$ cat src/rtl/mips_pkg.sv
// Shared MIPS-side constants and the instruction-cache FSM state type.
package mips_pkg;

    localparam int WORD_W          = 32;
    localparam int BLOCK_W         = 128;
    localparam int WORDS_PER_BLOCK = 4;
    localparam int PADDR_W         = 30;
    localparam int BADDR_W         = 28;

    typedef enum logic {
        IC_IDLE  = 1'b0,
        IC_FETCH = 1'b1
    } ic_state_t;

    // Word 0 sits in the low 32 bits of a block.
    function automatic logic [WORD_W-1:0] word_sel(input logic [BLOCK_W-1:0] blk,
                                                   input logic [1:0]         off);
        return blk[32'(off) * WORD_W +: WORD_W];
    endfunction

endpackage

$ cat src/rtl/icache_dm_if.sv
// Fetch-port and block-memory bus bundles for the direct-mapped instruction cache.
interface icache_proc_if;
    import mips_pkg::*;

    logic                 read;
    logic [PADDR_W-1:0]   addr;
    logic [WORD_W-1:0]    rdata;
    logic                 stall;

    modport master (output read, addr, input rdata, stall);
    modport slave  (input read, addr, output rdata, stall);
endinterface

interface icache_mem_if;
    import mips_pkg::*;

    logic                 read;
    logic [BADDR_W-1:0]   addr;
    logic [BLOCK_W-1:0]   rdata;
    logic                 ready;

    modport master (output read, addr, input rdata, ready);
    modport slave  (input read, addr, output rdata, ready);
endinterface

$ cat src/rtl/icache_dm_line_array.sv
// Valid/tag/data storage for the cache: combinational read by index, one refill write port.
module icache_line_array
    import mips_pkg::*;
#(
    parameter int NUM_LINES = 8,
    parameter int IDX_W     = 3,
    parameter int TAG_W     = BADDR_W - IDX_W
) (
    input  logic               clk,
    input  logic               rst_n,
    input  logic [IDX_W-1:0]   ridx,
    output logic               rvalid,
    output logic [TAG_W-1:0]   rtag,
    output logic [BLOCK_W-1:0] rdata,
    input  logic               we,
    input  logic [IDX_W-1:0]   widx,
    input  logic [TAG_W-1:0]   wtag,
    input  logic [BLOCK_W-1:0] wdata
);

    logic [NUM_LINES-1:0] valid;
    logic [TAG_W-1:0]     tags  [NUM_LINES];
    logic [BLOCK_W-1:0]   blocks[NUM_LINES];

    // Only the valid bits are reset; tag/data are qualified by valid.
    always_ff @(posedge clk) begin
        if (!rst_n) begin
            valid <= '0;
        end else if (we) begin
            valid[widx] <= 1'b1;
        end
    end

    always_ff @(posedge clk) begin
        if (we) begin
            tags[widx]   <= wtag;
            blocks[widx] <= wdata;
        end
    end

    assign rvalid = valid[ridx];
    assign rtag   = tags[ridx];
    assign rdata  = blocks[ridx];

endmodule

$ cat src/rtl/icache_dm.sv
// Direct-mapped read-only instruction cache with single-cycle hits and 4-word block refill.
// Define ICACHE_STATS_EN to add saturating hit_cnt/miss_cnt outputs.
//
// state    | meaning
// IC_IDLE  | serve hits combinationally; a miss stalls and launches a block read
// IC_FETCH | mem_read held high on miss_addr until mem_ready, then refill the line
module icache_dm
    import mips_pkg::*;
#(
    parameter int NUM_LINES = 8,
    parameter int IDX_W     = 3
) (
    input  logic         clk,
    input  logic         rst_n,
    icache_proc_if.slave proc,
    icache_mem_if.master mem
`ifdef ICACHE_STATS_EN
    ,
    output logic [31:0]  hit_cnt,
    output logic [31:0]  miss_cnt
`endif
);

    localparam int TAG_W = BADDR_W - IDX_W;

    if (NUM_LINES != (1 << IDX_W)) begin : g_bad_params
        $error("icache_dm: NUM_LINES must equal 2**IDX_W");
    end

    ic_state_t            state;
    ic_state_t            state_nx;
    logic [BADDR_W-1:0]   miss_addr;
    logic                 mem_read;

    logic [IDX_W-1:0]     idx;
    logic [TAG_W-1:0]     tag;
    logic [1:0]           off;

    logic                 line_valid;
    logic [TAG_W-1:0]     line_tag;
    logic [BLOCK_W-1:0]   line_data;
    logic                 hit;

    logic                 stall;
    logic [WORD_W-1:0]    rdata;
    logic                 miss_start;
    logic                 refill;

    assign off = proc.addr[1:0];
    assign idx = proc.addr[IDX_W+1:2];
    assign tag = proc.addr[PADDR_W-1:IDX_W+2];

    icache_line_array #(
        .NUM_LINES (NUM_LINES),
        .IDX_W     (IDX_W),
        .TAG_W     (TAG_W)
    ) u_lines (
        .clk    (clk),
        .rst_n  (rst_n),
        .ridx   (idx),
        .rvalid (line_valid),
        .rtag   (line_tag),
        .rdata  (line_data),
        .we     (refill),
        .widx   (miss_addr[IDX_W-1:0]),
        .wtag   (miss_addr[BADDR_W-1:IDX_W]),
        .wdata  (mem.rdata)
    );

    assign hit = line_valid && (line_tag == tag);

    always_ff @(posedge clk) begin
        if (!rst_n) begin
            state <= IC_IDLE;
        end else begin
            state <= state_nx;
        end
    end

    always_comb begin
        state_nx   = state;
        stall      = 1'b0;
        rdata      = '0;
        miss_start = 1'b0;
        refill     = 1'b0;
        case (state)
            IC_IDLE: begin
                if (proc.read) begin
                    if (hit) begin
                        rdata = word_sel(line_data, off);
                    end else begin
                        stall      = 1'b1;
                        miss_start = 1'b1;
                        state_nx   = IC_FETCH;
                    end
                end
            end
            IC_FETCH: begin
                stall = 1'b1;
                if (mem.ready) begin
                    refill   = 1'b1;
                    state_nx = IC_IDLE;
                end
            end
            default: state_nx = IC_IDLE;
        endcase
    end

    // mem_* are launched from flops so no fetch-port path reaches the memory bus.
    always_ff @(posedge clk) begin
        if (!rst_n) begin
            mem_read  <= 1'b0;
            miss_addr <= '0;
        end else if (miss_start) begin
            mem_read  <= 1'b1;
            miss_addr <= proc.addr[PADDR_W-1:2];
        end else if (refill) begin
            mem_read  <= 1'b0;
        end
    end

    assign mem.read   = mem_read;
    assign mem.addr   = miss_addr;
    assign proc.stall = stall;
    assign proc.rdata = rdata;

`ifdef ICACHE_STATS_EN
    logic hit_ev;
    assign hit_ev = (state == IC_IDLE) && proc.read && hit;

    always_ff @(posedge clk) begin
        if (!rst_n) begin
            hit_cnt  <= '0;
            miss_cnt <= '0;
        end else begin
            if (hit_ev && (hit_cnt != 32'hFFFF_FFFF)) begin
                hit_cnt <= hit_cnt + 32'd1;
            end
            if (miss_start && (miss_cnt != 32'hFFFF_FFFF)) begin
                miss_cnt <= miss_cnt + 32'd1;
            end
        end
    end
`endif

endmodule

$ cat src/flat_wrapper.sv
// flat-port wrapper written by rule: the top's interface ports become plain ports
module icache_dm_flat import mips_pkg::*;
#(
    parameter int NUM_LINES = 8,
    parameter int IDX_W     = 3
)
  (clk, rst_n, proc_read, proc_addr, proc_rdata, proc_stall, mem_read, mem_addr, mem_rdata, mem_ready);
  icache_proc_if proc_i ();
  icache_mem_if mem_i ();
  input  logic clk;
  input  logic rst_n;
  input wire logic [$bits(proc_i.read)-1:0] proc_read;
  input wire logic [$bits(proc_i.addr)-1:0] proc_addr;
  output wire logic [$bits(proc_i.rdata)-1:0] proc_rdata;
  output wire logic [$bits(proc_i.stall)-1:0] proc_stall;
  output wire logic [$bits(mem_i.read)-1:0] mem_read;
  output wire logic [$bits(mem_i.addr)-1:0] mem_addr;
  input wire logic [$bits(mem_i.rdata)-1:0] mem_rdata;
  input wire logic [$bits(mem_i.ready)-1:0] mem_ready;
  assign proc_i.read = proc_read;
  assign proc_i.addr = proc_addr;
  assign proc_rdata = proc_i.rdata;
  assign proc_stall = proc_i.stall;
  assign mem_read = mem_i.read;
  assign mem_addr = mem_i.addr;
  assign mem_i.rdata = mem_rdata;
  assign mem_i.ready = mem_ready;
  icache_dm #(.NUM_LINES(NUM_LINES), .IDX_W(IDX_W)) u_core (.clk(clk), .rst_n(rst_n), .proc(proc_i), .mem(mem_i));
endmodule
$ cat config.mk
export PLATFORM = sky130hd
export DESIGN_NAME = icache_dm_flat
export DESIGN_NICKNAME = d
export VERILOG_FILES = /design/src/rtl/mips_pkg.sv /design/src/rtl/icache_dm_if.sv /design/src/rtl/icache_dm_line_array.sv /design/src/rtl/icache_dm.sv /design/src/flat_wrapper.sv
export SDC_FILE = /design/constraint.sdc
export NUM_CORES = 1
export LEC_CHECK = 0
export CORE_ASPECT_RATIO = 0.9
export CORE_MARGIN = 2
export CORE_UTILIZATION = 54
export DETAILED_ROUTE_END_ITERATION = 6
export PLACE_DENSITY = 0.76
export SLEW_MARGIN = 30
export SYNTH_ARGS = -nofsm -noshare
export SYNTH_HDL_FRONTEND = slang
export SYNTH_SLANG_ARGS = --single-unit
export TNS_END_PERCENT = 1
$ cat constraint.sdc
create_clock -name clk -period 12.9 [get_ports clk]
set_input_delay 1.29 -clock clk [delete_from_list [all_inputs] [get_ports clk]]
set_output_delay 1.29 -clock clk [all_outputs]
set_load 0.01 [all_outputs]
==> flow_summary.yaml, run 1 <==
synthesis:
  yosys.area.top_type: "sky130_fd_sc_hd__edfxtp_1"
  number_of_flops_mapped_to_enable_cells_by_yosys: 1224
  post_synth_fa_ha_maj_area_fraction_pct: 0
  netlist_instances: 2015
  ys_types: 42
  yosysMostFrequentCell: "sky130_fd_sc_hd__edfxtp_1"
  post_synth.cell_area_avg_um2: 23.92
  yosys.area_share.simple_pct: 1.222
  synth_xor_xnor_area_share_pct: 0.3634
  synth_top_flop_cell: "sky130_fd_sc_hd__edfxtp_1"
  synth_compound_area_share_pct: 0.5087
  synth-seq-cells: 1262
  synth_top_area_share_pct: 76.24
  ys_warn_count: 0
  post_synth_mux_area_share_pct: 18.98
  largest_family_of_logic_cells_by_synthesized_area: "multiplexers"
  postSynthNetCount: 2177
  synthArstFlopShare_pct: 0
  synth.top_cells.by_count: "sky130_fd_sc_hd__edfxtp_1, sky130_fd_sc_hd__mux4_2, sky130_fd_sc_hd__mux2i_1"
  seq_area_frac_synth_pct: 77.82
  syn-cell-area_mm2: 0.04821
  synth.area.top_cells: "sky130_fd_sc_hd__edfxtp_1, sky130_fd_sc_hd__mux4_2, sky130_fd_sc_hd__mux2i_1"
detailed_routing:
  drc_errors: 0
  drtAntennaViolNets: 0
  routed_wire_length_um: 102600
  detail_route.vias_per_cell: 6.182
  first_iter_violations: 2429
  pre_antenna_drt_iters: 5
  route.vias.total: 21960
  post_drt_wl_per_cell_um: 28.89
timing:
  hold_viol: 0
  final-max-slew-violation-count: 0
  clock_skew_ns: 0.04374
  minimum_period_implied_by_the_final_worst_setup_slack_ns: 7.401
  worst_max_slew_margin_expressed_relative_to_the_limit_pct: 33.74
  count_of_endpoints_failing_setup_in_the_final_report: 0
  fin_setup_tns_ns: 0
  holdWs_ns: 0.4692
  transition_time_of_the_tightest_slew_check_pin_ns: 0.9939
  clock.fmax_ghz: 0.1351
  layout_worst_path_cycle_share_pct: 57.37
  rsz_0062_raised_after_global_routing: "false"
floorplanning:
  fp.dieH_um: 287.5
  die_x_um: 319.0
  core_mm2: 0.08815
  std_cell_rows: 103
  io_pins: 224
  effective_utilization_at_floorplan_pct: 54.69
  design.die.area_mm2: 0.09168
finish:
  fin_nets: 2450
  flow.area_growth_from_synthesis_pct: 15.38
  final_cell_count_no_fill: 3552
  fin_util_pct: 63.10
  post_route_cells_drive_above_1_share_pct: 25.04
global_route:
  grt_pass1_wl_um: 151900
  largest_net_degree_at_the_start_of_global_routing: 136
  vias_in_the_first_global_route: 22800
  gr-total-overflow: 0
  grt_util_all_layers_pct: 22.65
  antenna_found_initial: 17
clock_tree:
  clk_sink_count: 1262
  cts-buffers-inserted: 118
  postCtsHoldBufs: 0
  htree_levels: 3
  worst_skew_pair.late_latency_ns: 0.70
  post_cts.resized_instances: 0
  clk_pin_slew_ns: 0.06
  cts_root_buf: "sky130_fd_sc_hd__clkbuf_16"
  post-cts-setup-buffers: 0
  clockBufferDepth: 3
  tritoncts: "done"
setup_path:
  crit_path_end: "proc_rdata[30]"
  worst-path-buf-inv: 4
  cp_common_cell: "sky130_fd_sc_hd__buf_4"
  largest_driver_fanout_on_the_critical_path: 56
  worstSetupStartpoint: "proc_addr[3]"
  max_stage_delay_ns: 0.76
  worst_setup_path_start_kind: "input pin"
  library_cell_contributing_the_largest_single_delay_on_the_critical_path: "sky130_fd_sc_hd__buf_4"
  cp_top_family: "buffers and inverters"
  timing_worst_setup_path_type: "in -> out"
  timing.critical_path.cells: "buf_8 -> buf_4 -> mux4_2 -> mux2i_1 -> xor2_1 -> o2111ai_1 -> nor4_2 -> nand4_1 -> buf_4 -> nor2_1 -> clkdlybuf4s50_1"
  regToRegSetupSlack_ns: 9.22
  timing.critical_path.to_type: "primary output"
  worstRegToRegCells: 4
  worstReg2RegEnd: "u_core.u_lines.blocks[2][42]"
  worst_ep_required_time_ns: 11.61
  rr_startpoint: "u_core.state"
  path_depth: 11
  cp_data_arrival_time_ns: 6.11
status:
  run_status: "complete, no violations"
power:
  vdd_drop_max_uv: 108.0
  power_density_mw_per_mm2: 149.8
  p_leak_nw: 17.68
  finalPower_w: 0.008334
placed_design:
  dp_hpwl_um: 55850
  globalplace.congestion: 0.7560
  port-buffer-count: 223
  cell_count_post_placement: 3322
run:
  maxCapViolations: 0
worst_hold_path:
  hp-class: "reg -> reg"
-- power breakdown --
group | switching (W) | total, W | internal, W
combinational | 0.000225 | 0.000431 | 0.000206
clock | 0.00147 | 0.00334 | 0.00187
sequential | 0.0000222 | 0.00456 | 0.00454
-- per-layer routing --
layer  part of all wire, %  GRT usage (%)  up-vias
met5                  0.12              0        -
met4                   3.0          7.429       22
met3                   7.9          5.121      181
met2                    49          36.53      907
met1                    40          31.24    11690
li1                      -              -     9161
-- cells by family (layout without fill, tap and decap cells) --
| family | Yosys count | in the layout |
|---|---|---|
| DFF | 1262 | 1262 |
| muxes | 466 | 466 |
| and+or+nand+nor | 131 | 131 |
| buffers and inverters | 105 | 482 |
| AOI/OAI and AO/OA | 31 | 31 |
| xor gates and xnor gates | 20 | 20 |
| other | 0 | 5 |
-- how the worst min path moves through the flow --
stage	start	end	slack, ns	cells after the start
after global placement	u_core.u_lines.valid[7]	u_core.u_lines.valid[7]	0.44	1
after detailed placement	u_core.u_lines.valid[1]	u_core.u_lines.valid[1]	0.45	1
final	u_core.u_lines.valid[1]	u_core.u_lines.valid[1]	0.47	1
after global routing	u_core.u_lines.valid[5]	u_core.u_lines.valid[5]	0.48	1
after floorplan	u_core.u_lines.valid[1]	u_core.u_lines.valid[1]	0.44	1
after CTS	u_core.u_lines.valid[1]	u_core.u_lines.valid[1]	0.47	1
-- per-stage QoR --
step | worst slack (ns) | cell area [um^2]
2_1_floorplan | 0.2507 | 48210
3_3_place_gp | 5.117 | 51730
5_1_grt | 5.234 | 55620
4_1_cts | 5.473 | 55570
6_report | 5.499 | 55620
3_5_place_dp | 5.472 | 51800
-- layout by cell type, fill, tap and decap left out, types with 4 or more instances in the layout --
cell                              Yosys  routed
sky130_fd_sc_hd__clkinvlp_4           0       5
sky130_fd_sc_hd__clkdlybuf4s50_1      0     217
sky130_fd_sc_hd__xor2_1              16      16
sky130_fd_sc_hd__mux2_2               4       4
sky130_fd_sc_hd__mux4_2             358     358
sky130_fd_sc_hd__nor2b_1              4       4
sky130_fd_sc_hd__clkbuf_16            0     120
sky130_fd_sc_hd__nand2_1             62      62
sky130_fd_sc_hd__o21a_1              11      11
sky130_fd_sc_hd__bufinv_16            0       6
sky130_fd_sc_hd__diode_2              0       5
sky130_fd_sc_hd__buf_12               0       6
sky130_fd_sc_hd__clkinv_2             0      36
sky130_fd_sc_hd__inv_6                0       6
sky130_fd_sc_hd__edfxtp_1          1224    1224
sky130_fd_sc_hd__xnor2_1              4       4
sky130_fd_sc_hd__buf_4               11      20
sky130_fd_sc_hd__buf_6                7       6
sky130_fd_sc_hd__nand2b_1             4       4
sky130_fd_sc_hd__clkbuf_8             0       8
sky130_fd_sc_hd__nand4_1              4       4
sky130_fd_sc_hd__clkinv_1             0      16
sky130_fd_sc_hd__mux2i_1            104     104
sky130_fd_sc_hd__nor2_1              40      34
sky130_fd_sc_hd__clkbuf_1            38      23
sky130_fd_sc_hd__nor2_4               0       6
sky130_fd_sc_hd__dfxtp_1             38      38
sky130_fd_sc_hd__a22o_1               7       7
-- flip-flops by register name, indices dropped and copies added, names as in the netlist --
name / cells
u_core.mem.read: 1
u_core.u_lines.valid: 8
u_core.u_lines.tags: 200
u_core.state: 1
u_core.u_lines.blocks: 1024
u_core.mem.addr: 28
-- worst register-to-register path, delay by kind of cell, from the launching register on --
kind / cells / cell delay, ns
DFF: 1 / 0.58
buffers and inverters: 2 / 1.70
and+or+nand+nor: 2 / 0.98
-- area by class of cell --
class,instances,area [um^2]
Multi-Input combinational cell,648,10220
Antenna cell,5,12.51
Inverter,1,3.754
Tap cell,1155,1445
Clock inverter,74,586.8
Fill cell,5760,32530
Clock buffer,150,3186
Sequential cell,1262,37520
Timing Repair Buffer,257,2646
Power figures use the tool's default switching activity.
==> inputs of run 2 (changes only) <==
Clock period 12.9 ns to 6.6 ns, I/O delays scaled along.
==> run 2 against run 1 <==
Sequential power up 95%. Die area unchanged. Worst setup slack worse by 4.0 ns. Combinational power up 94%. Critical path depth down 3. Total power up 94%. Sequential cell count unchanged. Clock skew down 0.013 ns. Sequential share of layout area up 0.064 points. Worst hold slack worse by 0.019 ns. Global-route usage about the same. Via count down 1.1%. Critical path type unchanged. Critical endpoint is now proc_rdata[3]. Largest cell class unchanged. Highest routed layer unchanged.
==> flow_summary.yaml, run 2 (same netlist as run 1, synthesis figures left out) <==
power:
  intPower_w: 0.01285
  vdd_drop_max_uv: 259.9
  power_density_mw_per_mm2: 290.9
  seq_power_share_pct: 55.1
  part_of_the_power_in_combinational_logic_pct: 5.2
  p_sw_share_pct: 20.54
  total_switching_power_w: 0.003319
  clock_power_share_pct: 39.7
  p_leak_nw: 17.61
  finalPower_w: 0.01616
floorplanning:
  die_x_um: 319.0
  std_cell_rows: 103
  fp.dieH_um: 287.5
  io_pins: 224
  effective_utilization_at_floorplan_pct: 54.69
  core_mm2: 0.08815
  design.die.area_mm2: 0.09168
detailed_routing:
  detail_route.vias_per_cell: 6.135
  drc_errors: 0
  routed_wire_length_um: 102800
  first_iter_violations: 2291
  drtAntennaViolNets: 0
  post_drt_wl_per_cell_um: 29.04
  pre_antenna_drt_iters: 5
  route.vias.total: 21710
setup_path:
  library_cell_contributing_the_largest_single_delay_on_the_critical_path: "sky130_fd_sc_hd__buf_4"
  cp_data_arrival_time_ns: 4.41
  worst_setup_path_start_kind: "input pin"
  worst_ep_required_time_ns: 5.94
  timing.critical_path.cells: "buf_8 -> buf_12 -> buf_4 -> mux4_2 -> mux4_2 -> mux2i_1 -> nor2_1 -> clkdlybuf4s50_1"
  cp_common_cell: "sky130_fd_sc_hd__mux4_2"
  max_stage_delay_ns: 0.64
  timing.critical_path.to_type: "primary output"
  timing_worst_setup_path_type: "in -> out"
  largest_driver_fanout_on_the_critical_path: 81
clock_tree:
  tritoncts: "done"
  clockBufferDepth: 3
  postCtsHoldBufs: 0
  worst_skew_pair.late_latency_ns: 0.69
  cts-buffers-inserted: 118
  post-cts-setup-buffers: 0
  clk_sink_count: 1262
  post_cts.resized_instances: 0
  cts_root_buf: "sky130_fd_sc_hd__clkbuf_16"
  htree_levels: 3
  clk_pin_slew_ns: 0.06
timing:
  layout_worst_path_cycle_share_pct: 76.76
  hold_viol: 0
  clock.fmax_ghz: 0.1974
  transition_time_of_the_tightest_slew_check_pin_ns: 1.028
  minimum_period_implied_by_the_final_worst_setup_slack_ns: 5.066
  worst_max_slew_margin_expressed_relative_to_the_limit_pct: 31.46
  holdWs_ns: 0.4507
  rsz_0062_raised_after_global_routing: "false"
  clock_skew_ns: 0.03102
  final-max-slew-violation-count: 0
  count_of_endpoints_failing_setup_in_the_final_report: 0
global_route:
  vias_in_the_first_global_route: 22970
  grt_pass1_wl_um: 151800
  grt_util_all_layers_pct: 22.69
  largest_net_degree_at_the_start_of_global_routing: 153
  gr-total-overflow: 0
  antenna_found_initial: 18
finish:
  regMostFlops: "u_core.u_lines.blocks"
  flow.area_growth_from_synthesis_pct: 15.27
  fin_nets: 2451
  layout.filler_cells: 5741
  final_cell_count_no_fill: 3539
  largest_register_ff_count: 1024
  post_route_cells_drive_above_1_share_pct: 24.36
  most-common-layout-cells: "sky130_fd_sc_hd__edfxtp_1, sky130_fd_sc_hd__mux4_2, sky130_fd_sc_hd__clkdlybuf4s50_1"
  layout_commonest_cell: "sky130_fd_sc_hd__edfxtp_1"
placed_design:
  dp_hpwl_um: 55360
  globalplace.congestion: 0.7386
  cell_count_post_placement: 3324
  port-buffer-count: 223
worst_hold_path:
  hp-class: "in -> reg"
status:
  run_status: "complete, no violations"
run:
  maxCapViolations: 0
## run 2: changes by cell type in the layout (fill, tap and decap cells not counted), sizes merged
| cell | change |
|---|---|
| clkbuf | -1 |
| inv | -2 |
| buf | +1 |
| diode | -2 |
| clkinv | -9 |
## run 2: power by group through the flow
stage	clock network, W	logic (W)	registers (W)
2_1_floorplan	0	0.000480	0.00909
3_3_place_gp	0	0.000820	0.00907
3_5_place_dp	0	0.000844	0.00908
4_1_cts	0.00653	0.000853	0.00891
5_1_grt	0.00682	0.000892	0.00892
6_report	0.00642	0.000836	0.00891
## run 2: cell type report
type	count	area, um^2	area share [%]
Clock buffer	149	3109	5.595
Multi-Input combinational cell	648	10240	18.42
Antenna cell	3	7.507	0.01351
Inverter	1	3.754	0.006755
Clock inverter	63	555.5	0.9997
Timing Repair Buffer	258	2694	4.848
Tap cell	1155	1445	2.601
Sequential cell	1262	37520	67.51
## run 2: path summary, 6_finish.rpt
check	startpoint	to	slack, ns	cells past startpoint
worst max-delay path	proc_addr[2]	proc_rdata[3]	1.53	8
worst min-delay path	proc_addr[2]	u_core.mem.addr[0]	0.45	3
worst max register to register	u_core.state	u_core.u_lines.blocks[0][37]	3.66	4
worst min register to register	u_core.u_lines.valid[6]	u_core.u_lines.valid[6]	0.47	1
## run 2: metrics by stage
stage / util (%) / setup TNS (ns) / setup WS (ns) / area, um^2
after global placement: 58.82 / 0 / 1.554 / 51850
after floorplan: - / -1407.53 / -1.292 / 48220
after detailed placement: 58.87 / 0 / 1.509 / 51900
final: 63.04 / 0 / 1.534 / 55570
after CTS: 63.03 / 0 / 1.463 / 55560
after global routing: 63.04 / 0 / 1.295 / 55570
## run 2: critical path: cells and delay by family
kind / cells / cell delay [ns]
mux: 3 / 1.33
simple gates: 1 / 0.07
buf+inv: 4 / 2.07
## run 2: per-layer routing
layer	vias to the layer above	share of wire [%]	GRT usage (%)
li1	9144	-	-
met2	783	52	38.31
met1	11610	40	30.72
met3	152	6.5	4.573
met4	24	2.0	6.026
met5	-	0.15	0
==> inputs of run 3 (changes only) <==
Settings changed: CORE_UTILIZATION 54 to 60, PLACE_DENSITY 0.76 to 0.8.
Clock period 6.6 ns to 4.85 ns, I/O delays scaled along.
==> run 3 against run 2 <==
Global-route usage grew 3.3 points. Total power grew 38%. Combinational power grew 40%. Largest cell class unchanged. Via count grew 1.8%.
==> flow_summary.yaml, run 3 (same netlist as run 1, synthesis figures left out) <==
status:
  run_status: "complete, no violations"
floorplanning:
  core_mm2: 0.07946
  die_x_um: 302.8
  fp.dieH_um: 272.9
  io_pins: 224
  std_cell_rows: 98
  effective_utilization_at_floorplan_pct: 60.67
  design.die.area_mm2: 0.08263
finish:
  final_cell_count_no_fill: 3480
  multi_input_area_mm2: 0.01025
  fin_nets: 2482
  post_route_cells_drive_above_1_share_pct: 25.54
  largest_register_ff_count: 1024
  layout_commonest_cell: "sky130_fd_sc_hd__edfxtp_1"
  most-common-layout-cells: "sky130_fd_sc_hd__edfxtp_1, sky130_fd_sc_hd__mux4_2, sky130_fd_sc_hd__clkdlybuf4s50_1"
  flow.area_growth_from_synthesis_pct: 16.08
  regMostFlops: "u_core.u_lines.blocks"
  ff_latch_area_mm2: 0.03752
  layout.filler_cells: 4479
timing:
  hold_viol: 0
  rsz_0062_raised_after_global_routing: "false"
  count_of_endpoints_failing_setup_in_the_final_report: 0
  worst_max_slew_margin_expressed_relative_to_the_limit_pct: 32.02
  clock_skew_ns: 0.02436
  final-max-slew-violation-count: 0
  minimum_period_implied_by_the_final_worst_setup_slack_ns: 4.619
  transition_time_of_the_tightest_slew_check_pin_ns: 1.020
  clock.fmax_ghz: 0.2165
  layout_worst_path_cycle_share_pct: 95.23
  post-route-worst-setup-slack_ns: 0.2313
run:
  maxCapViolations: 0
detailed_routing:
  pre_antenna_drt_iters: 5
  detail_route.vias_per_cell: 6.353
  post_drt_wl_per_cell_um: 30.27
  route.vias.total: 22110
  drtAntennaViolNets: 0
  first_iter_violations: 2178
  drc_errors: 0
  routed_wire_length_um: 105300
global_route:
  vias_in_the_first_global_route: 23280
  gr-total-overflow: 0
  largest_net_degree_at_the_start_of_global_routing: 113
  antenna_found_initial: 25
  grt_pass1_wl_um: 154700
  grt_util_all_layers_pct: 26.00
power:
  power_density_mw_per_mm2: 397.9
  vdd_drop_max_uv: 391.5
  p_leak_nw: 17.88
setup_path:
  library_cell_contributing_the_largest_single_delay_on_the_critical_path: "sky130_fd_sc_hd__clkdlybuf4s50_1"
  cp_top_family: "simple AND/OR/NAND/NOR gates"
  max_stage_delay_ns: 0.60
  timing.critical_path.to_type: "primary output"
  cp_data_arrival_time_ns: 4.13
  timing.critical_path.cells: "mux4_2 -> mux2i_1 -> xor2_1 -> o2111ai_1 -> nor4_4 -> nand4_1 -> buf_4 -> nor2_1 -> clkdlybuf4s50_1"
  worst_ep_required_time_ns: 4.37
  worst-path-buf-inv: 2
  largest_driver_fanout_on_the_critical_path: 32
  worst_setup_path_start_kind: "flip-flop"
  timing_worst_setup_path_type: "reg -> out"
placed_design:
  dp_hpwl_um: 59110
  cell_count_post_placement: 3251
  port-buffer-count: 223
  globalplace.congestion: 0.7743
  pre_cts_slack_ns: 0.3372
clock_tree:
  postCtsHoldBufs: 0
  clk_pin_slew_ns: 0.06
  htree_levels: 3
  clk_sink_count: 1262
  cts_root_buf: "sky130_fd_sc_hd__clkbuf_16"
  tritoncts: "done"
  worst_skew_pair.late_latency_ns: 0.69
  cts-buffers-inserted: 116
  post-cts-setup-buffers: 0
  clockBufferDepth: 3
worst_hold_path:
  hp-class: "in -> reg"
## run 3: cell count changes in the layout (fill, tap and decap cells not counted), moves of 5 or more
cell                        change
sky130_fd_sc_hd__buf_12        +12
sky130_fd_sc_hd__buf_4         +22
sky130_fd_sc_hd__diode_2        +7
sky130_fd_sc_hd__clkbuf_1       -8
sky130_fd_sc_hd__clkinv_1       +9
sky130_fd_sc_hd__bufinv_16      +5
## run 3: what timing repair did
action	in CTS	in global routing
endpoints found under the setup margin	0	1
resized for setup	0	1
endpoints found under the hold margin	0	0
## run 3: path summary, 6_finish.rpt
check                                           startpoint                 endpoint  slack, ns  cells past startpoint
worst max-delay path            u_core.u_lines.tags[6][14]            proc_rdata[1]       0.23                      9
worst min-delay path                          proc_addr[2]       u_core.mem.addr[0]       0.23                      3
worst max register to register  u_core.u_lines.tags[6][14]          u_core.mem.read       2.00                      8
worst min register to register     u_core.u_lines.valid[1]  u_core.u_lines.valid[1]       0.47                      1
## run 3: final cells by class
cell class / instances / share of cell area, %
sequential: 1262 / 67.04
clock inverter: 78 / 1.283
timing repair buffer: 291 / 5.511
multi-input combinational: 648 / 18.31
tap: 1050 / 2.348
antenna: 10 / 0.04472
inverter: 1 / 0.006708
clock buffer: 140 / 5.458
## run 3: per-stage QoR
| stage | area (um^2) | utilization [%] | hold slack (ns) | power (W) | setup TNS, ns |
|---|---|---|---|---|---|
| finish | 55960 | 70.43 | 0.2308 | 0.02226 | 0 |
| global placement | 52110 | 65.58 | 0.4415 | 0.01347 | 0 |
| floorplan | 48250 | - | 0.4354 | 0.01301 | -310.28 |
| detailed placement | 52140 | 65.63 | 0.4590 | 0.01352 | 0 |
| global route | 55950 | 70.42 | 0.2328 | 0.02287 | 0 |
| CTS | 55920 | 70.37 | 0.2032 | 0.02241 | 0 |
## run 3: routing by layer
layer	vias up	track usage (%)	routed length, um
met5	-	0	176
met4	28	8.595	3007
met1	11720	34.00	38760
met3	188	5.716	7902
met2	938	43.99	55490
li1	9237	-	-
## run 3: worst reg2reg max path, delay by kind of cell (launching register included)
kind	cells	cell delay (ns)
simple gates	1	0.48
xor+xnor	1	0.20
compound gates	3	0.68
flops	1	0.36
buf+inv	1	0.35
mux	2	0.67
## run 3: where the power goes
part	internal, W	switching (W)	leakage [nW]
clock network	0.00507	0.00390	1.85
registers	0.0121	0.0000643	11.5
logic	0.000568	0.000600	4.56
total	0.0177	0.00456	17.9
